[src/rtl/mux2_arbiter.sv]
// Two-requester round-robin arbiter for a single n-bit resource port; winner payload is muxed, registered and held until completion.
// Optional build macro ARB_TIMEOUT_EN adds a TO_W-bit BUSY watchdog that aborts a stalled transaction with err.
//
// state | meaning
// IDLE  | no owner, arbitrating between req_a / req_b
// BUSY  | payload presented to the resource, waiting for res_done
// ACK   | one-cycle completion pulse to the owner, no new grant

module mux2_n #(
    parameter int n = 32
) (
    input  logic [n-1:0] a_i,
    input  logic [n-1:0] b_i,
    input  logic         sel_i,
    output logic [n-1:0] f_o
);

    assign f_o = sel_i ? b_i : a_i;

endmodule

module mux2_arbiter #(
    parameter int n    = 32,
    parameter int TO_W = 4
) (
    input  logic         clk,
    input  logic         reset,
    input  logic         req_a,
    input  logic         req_b,
    input  logic [n-1:0] A,
    input  logic [n-1:0] B,
    input  logic         res_done,
    output logic [n-1:0] F,
    output logic         sel,
    output logic         res_valid,
    output logic         ack_a,
    output logic         ack_b,
    output logic         err
);

    typedef enum logic [1:0] {
        ST_IDLE,
        ST_BUSY,
        ST_ACK
    } state_t;

    state_t       state_q;
    logic         last_q;
    logic [n-1:0] f_q;
    logic         sel_q;
    logic         valid_q;
    logic         ack_a_q;
    logic         ack_b_q;

    logic         grant_d;
    logic         grant_b_d;
    logic [n-1:0] f_d;
    logic         abort_d;

    // On contention B wins only if A was served last.
    assign grant_d   = req_a | req_b;
    assign grant_b_d = req_b & (~req_a | ~last_q);

    mux2_n #(.n(n)) u_mux (
        .a_i   (A),
        .b_i   (B),
        .sel_i (grant_b_d),
        .f_o   (f_d)
    );

`ifdef ARB_TIMEOUT_EN
    // Abort on the BUSY cycle where the count would step to all-ones.
    localparam logic [TO_W-1:0] TO_LAST = TO_W'((1 << TO_W) - 2);

    logic [TO_W-1:0] cnt_q;
    logic            err_q;

    assign abort_d = (cnt_q == TO_LAST) && !res_done;
    assign err     = err_q;
`else
    logic unused_to_w;

    assign abort_d     = 1'b0;
    assign err         = 1'b0;
    assign unused_to_w = (TO_W > 0);
`endif

    always_ff @(posedge clk or posedge reset) begin
        if (reset) begin
            state_q <= ST_IDLE;
            last_q  <= 1'b1;
            f_q     <= '0;
            sel_q   <= 1'b0;
            valid_q <= 1'b0;
            ack_a_q <= 1'b0;
            ack_b_q <= 1'b0;
`ifdef ARB_TIMEOUT_EN
            cnt_q   <= '0;
            err_q   <= 1'b0;
`endif
        end else begin
            case (state_q)
                ST_IDLE: begin
                    ack_a_q <= 1'b0;
                    ack_b_q <= 1'b0;
`ifdef ARB_TIMEOUT_EN
                    err_q   <= 1'b0;
`endif
                    if (grant_d) begin
                        sel_q   <= grant_b_d;
                        f_q     <= f_d;
                        last_q  <= grant_b_d;
                        valid_q <= 1'b1;
`ifdef ARB_TIMEOUT_EN
                        cnt_q   <= '0;
`endif
                        state_q <= ST_BUSY;
                    end
                end
                ST_BUSY: begin
                    if (res_done || abort_d) begin
                        valid_q <= 1'b0;
                        ack_a_q <= ~sel_q;
                        ack_b_q <= sel_q;
`ifdef ARB_TIMEOUT_EN
                        err_q   <= abort_d;
`endif
                        state_q <= ST_ACK;
                    end else begin
`ifdef ARB_TIMEOUT_EN
                        cnt_q   <= cnt_q + TO_W'(1);
`endif
                    end
                end
                ST_ACK: begin
                    ack_a_q <= 1'b0;
                    ack_b_q <= 1'b0;
`ifdef ARB_TIMEOUT_EN
                    err_q   <= 1'b0;
`endif
                    state_q <= ST_IDLE;
                end
                default: begin
                    valid_q <= 1'b0;
                    ack_a_q <= 1'b0;
                    ack_b_q <= 1'b0;
                    state_q <= ST_IDLE;
                end
            endcase
        end
    end

    assign F         = f_q;
    assign sel       = sel_q;
    assign res_valid = valid_q;
    assign ack_a     = ack_a_q;
    assign ack_b     = ack_b_q;

endmodule

[config.mk]
export PLATFORM = sky130hd
export DESIGN_NAME = mux2_arbiter
export DESIGN_NICKNAME = d
export VERILOG_FILES = /design/src/rtl/mux2_arbiter.sv
export SDC_FILE = /design/constraint.sdc
export NUM_CORES = 1
export LEC_CHECK = 0
export BUFFER_PORTS_ARGS = -buffer_cell sky130_fd_sc_hd__buf_2
export CAP_MARGIN = 20
export CORE_UTILIZATION = 35
export CTS_CLUSTER_DIAMETER = 60
export DETAILED_ROUTE_END_ITERATION = 16
export GPL_TIMING_DRIVEN = 0
export SYNTH_ARGS = -nofsm -noshare
export SYNTH_HDL_FRONTEND = slang
export SYNTH_HIERARCHICAL = 1
export SYNTH_SLANG_ARGS = --single-unit
export TNS_END_PERCENT = 50
[constraint.sdc]
create_clock -name clk -period 2.2 [get_ports clk]
set_input_delay 0.44 -clock clk [delete_from_list [all_inputs] [get_ports clk]]
set_output_delay 0.44 -clock clk [all_outputs]
set_load 0.02 [all_outputs]
==> qor.yml <==
tns_ns: 0
rrSetupSlack_ns: 0.56
grt_setup_unrepaired: "no"
die-area_sq_um: 6570
drc_errors: 0
finalNetCount: 312
drt_iter0_markers: 25
cp_slowest_cell: "dfstp_2"
ctsResizeCount: 0
synth_area_leaders: "dfrtp_1 (44%), mux2_4 (41%), buf_12 (5.5%), mux2_1 (1.5%), dfstp_2 (1.2%)"
clock.fmax_ghz: 0.608
ios: 106
cp.required_ns: 2.37
numCtsBuffers: 5
critPathLaunchType: "register"
worst_pin_slew_ns: 0.811
cp_cell_sequence: "a21boi_1 -> buf_6 -> buf_12 -> mux2_4 -> mux2_1"
finalHoldViolations: 0
synth.avg_cell_area_sq_um: 16.6
core_sq_um: 5960
area_growth_pct: 31.8
leakage_nw: 1.51
n_antenna_cell: 0
initial_core_util_pct: 36.7
period_needed_ns: 1.64
r2r_cells: 5
maxSlewHeadroom_pct: 45.8
synth_top_area_cell: "dfrtp_1"
grt_overflow: 0
syn_nets: 201
synth.distinct_cells: 24
grtUsageTotal_pct: 13.7
synthCells: 132
ys_warn_count: 6
yosysSeqAreaShare_pct: 44.7
cts_buffer_depth: 2
grtUsageMet1_pct: 18.2
synth_top_area_share_pct: 43.5
grt_max_degree: 40
finClkSkew_ns: 0.00614
port_buffers: 104
drt_wl_total_um: 4320
synth-seq-cells: 39
status: "completed"
crit_arrival_ns: 1.81
fin_crit_sh_pct: 74.7
fill_cells: 559
setup_viol_count_final: 0
syn_area_sq_um: 2190
antenna_found_initial: 0
gp_congestion: 0.700
die_y_um: 81.0
drive_gt1_share_pct: 75.0
num_rows: 28
htreeDepth: 2
cts_sinks: 39
grtUsageMet2_pct: 21.7
final_max_slew_viol_count: 0
busiest_layer: "met2"
peakVddDrop_mv: 0.537
worstSkewPairLatency_ns: 0.28
vias_per_cell: 4.52
cts.clk_slew.worst_paths_ns: 0.07
worstSetupPathType: "register to register"
end_kind: "register"
powerDensity_nw_per_um2: 1240
setup_ws_ns: 0.556
cts_tree: "yes"
fp.dieW_um: 81.0
met3_usage_pct: 3.15
ant_nets: 0
crit_path_max_fanout: 10
via_count: 1443
clockRootBuffer: "clkbuf_8"
hold_path_class: "primary input to asynchronous set/reset pin"
post_cts_buffers: 0
hold_buffers: 0
dp_slack_ns: 0.301
first_pass_iters: 3
slowest_delay_ns: 0.54
first_global_vias: 1319
grt_pass1_wl_um: 6560
hpwl_um: 3280
avgRoutedWirePerCell_um: 13.5
drv_cap: 0
path summary, 6_finish.rpt:
kind | from | endpoint
max in group asynchronous | reset | F[4]
hold / removal | reset | F[18]
setup reg to reg | last_q | F[30]
min in group clk | req_a | last_q
setup / recovery | last_q | F[30]
hold reg to reg | res_valid | res_valid
logic make-up (layout without fill, tap and decap cells):
| family | after synthesis | count (layout) | synth area share, % |
|---|---|---|---|
| other | 1 | 1 | 0.172 |
| AO/OA/AOI/OAI | 9 | 9 | 2.86 |
| multiplexers | 65 | 65 | 43.6 |
| flip-flops | 39 | 39 | 44.7 |
| buffers and inverters | 11 | 123 | 7.21 |
| AND/OR/NAND/NOR | 7 | 7 | 1.49 |
worst max-delay path, delay by kind of cell, from the launching register on:
kind / cells / cell delay (ns)
AOI/OAI and AO/OA: 1 / 0.09
buffers and inverters: 2 / 0.31
DFF: 1 / 0.54
muxes: 2 / 0.58
sequential cells by signal, indices dropped and copies added (netlist names):
name and count:
res_valid 1, last_q 1, F 32, ack_b 1
state_q 2, sel 1, ack_a 1
cell usage in the layout (no fill, tap or decap):
| master | Yosys | routed |
|---|---|---|
| mux2_4 | 59 | 59 |
| o21a_1 | 1 | 1 |
| dfrtp_1 | 38 | 38 |
| nor2_1 | 3 | 3 |
| a21o_1 | 1 | 1 |
| mux2i_1 | 1 | 1 |
| buf_2 | 0 | 104 |
| nand2b_1 | 1 | 1 |
| nor2_2 | 1 | 1 |
| clkinv_2 | 0 | 1 |
| buf_4 | 1 | 1 |
| a21boi_1 | 1 | 1 |
| conb_1 | 1 | 1 |
| nor3_1 | 1 | 1 |
| inv_2 | 0 | 1 |
| buf_12 | 6 | 6 |
| mux2_1 | 3 | 3 |
| dfstp_2 | 1 | 1 |
| nand2_1 | 1 | 1 |
| a21oi_1 | 1 | 1 |
| a211oi_1 | 2 | 2 |
| clkbuf_8 | 0 | 5 |
| buf_6 | 2 | 2 |
| a31oi_1 | 1 | 1 |
| inv_1 | 2 | 1 |
| mux2_2 | 2 | 2 |
| o21ai_0 | 1 | 1 |
| clkbuf_1 | 0 | 2 |
| a22o_1 | 1 | 1 |
Yosys cell counts (all sizes together):
cell and n:
o21a 1, a22o 1, inv 2, dfrtp 38, a31oi 1, nor2 4
mux2i 1, nor3 1, a21boi 1, dfstp 1, a211oi 2, conb 1
mux2 64, o21ai 1, nand2b 1, a21o 1, a21oi 1, nand2 1
buf 9
layer usage:
layer	wire (um)	share of wire (%)
met4	53	1.2
met3	226	5.2
met5	0	0
met1	1890	44
met2	2150	50
power by group:
group	internal, mW	switching, mW
registers	1.07	0.186
clock network	0.223	0.238
logic	0.976	0.893
total	2.27	1.32
final cells by class:
| type | count | area (sq um) | share of cell area [%] |
|---|---|---|---|
| multi-input combinational | 82 | 1050 | 36.5 |
| inverter | 2 | 7.51 | 0.261 |
| buffer | 9 | 150 | 5.21 |
| tap | 75 | 93.8 | 3.26 |
| clock inverter | 1 | 5.00 | 0.174 |
| timing repair buffer | 104 | 520 | 18.1 |
| clock buffer | 7 | 76.3 | 2.65 |
| sequential | 39 | 977 | 33.9 |
metrics by stage:
step           utilization, %  hold slack (ns)  instance area (sq um)  std cells  power [mW]
2_1_floorplan               -            0.463                   2190        132        2.62
3_3_place_gp             47.0            0.459                   2800        311        3.14
3_5_place_dp             47.0            0.466                   2800        311        3.16
4_1_cts                  48.4            0.344                   2880        319        3.64
5_1_grt                  48.4            0.373                   2880        319        3.81
6_report                 48.4            0.312                   2880        319        3.59
Note: power is estimated with default switching activity, not from simulation.
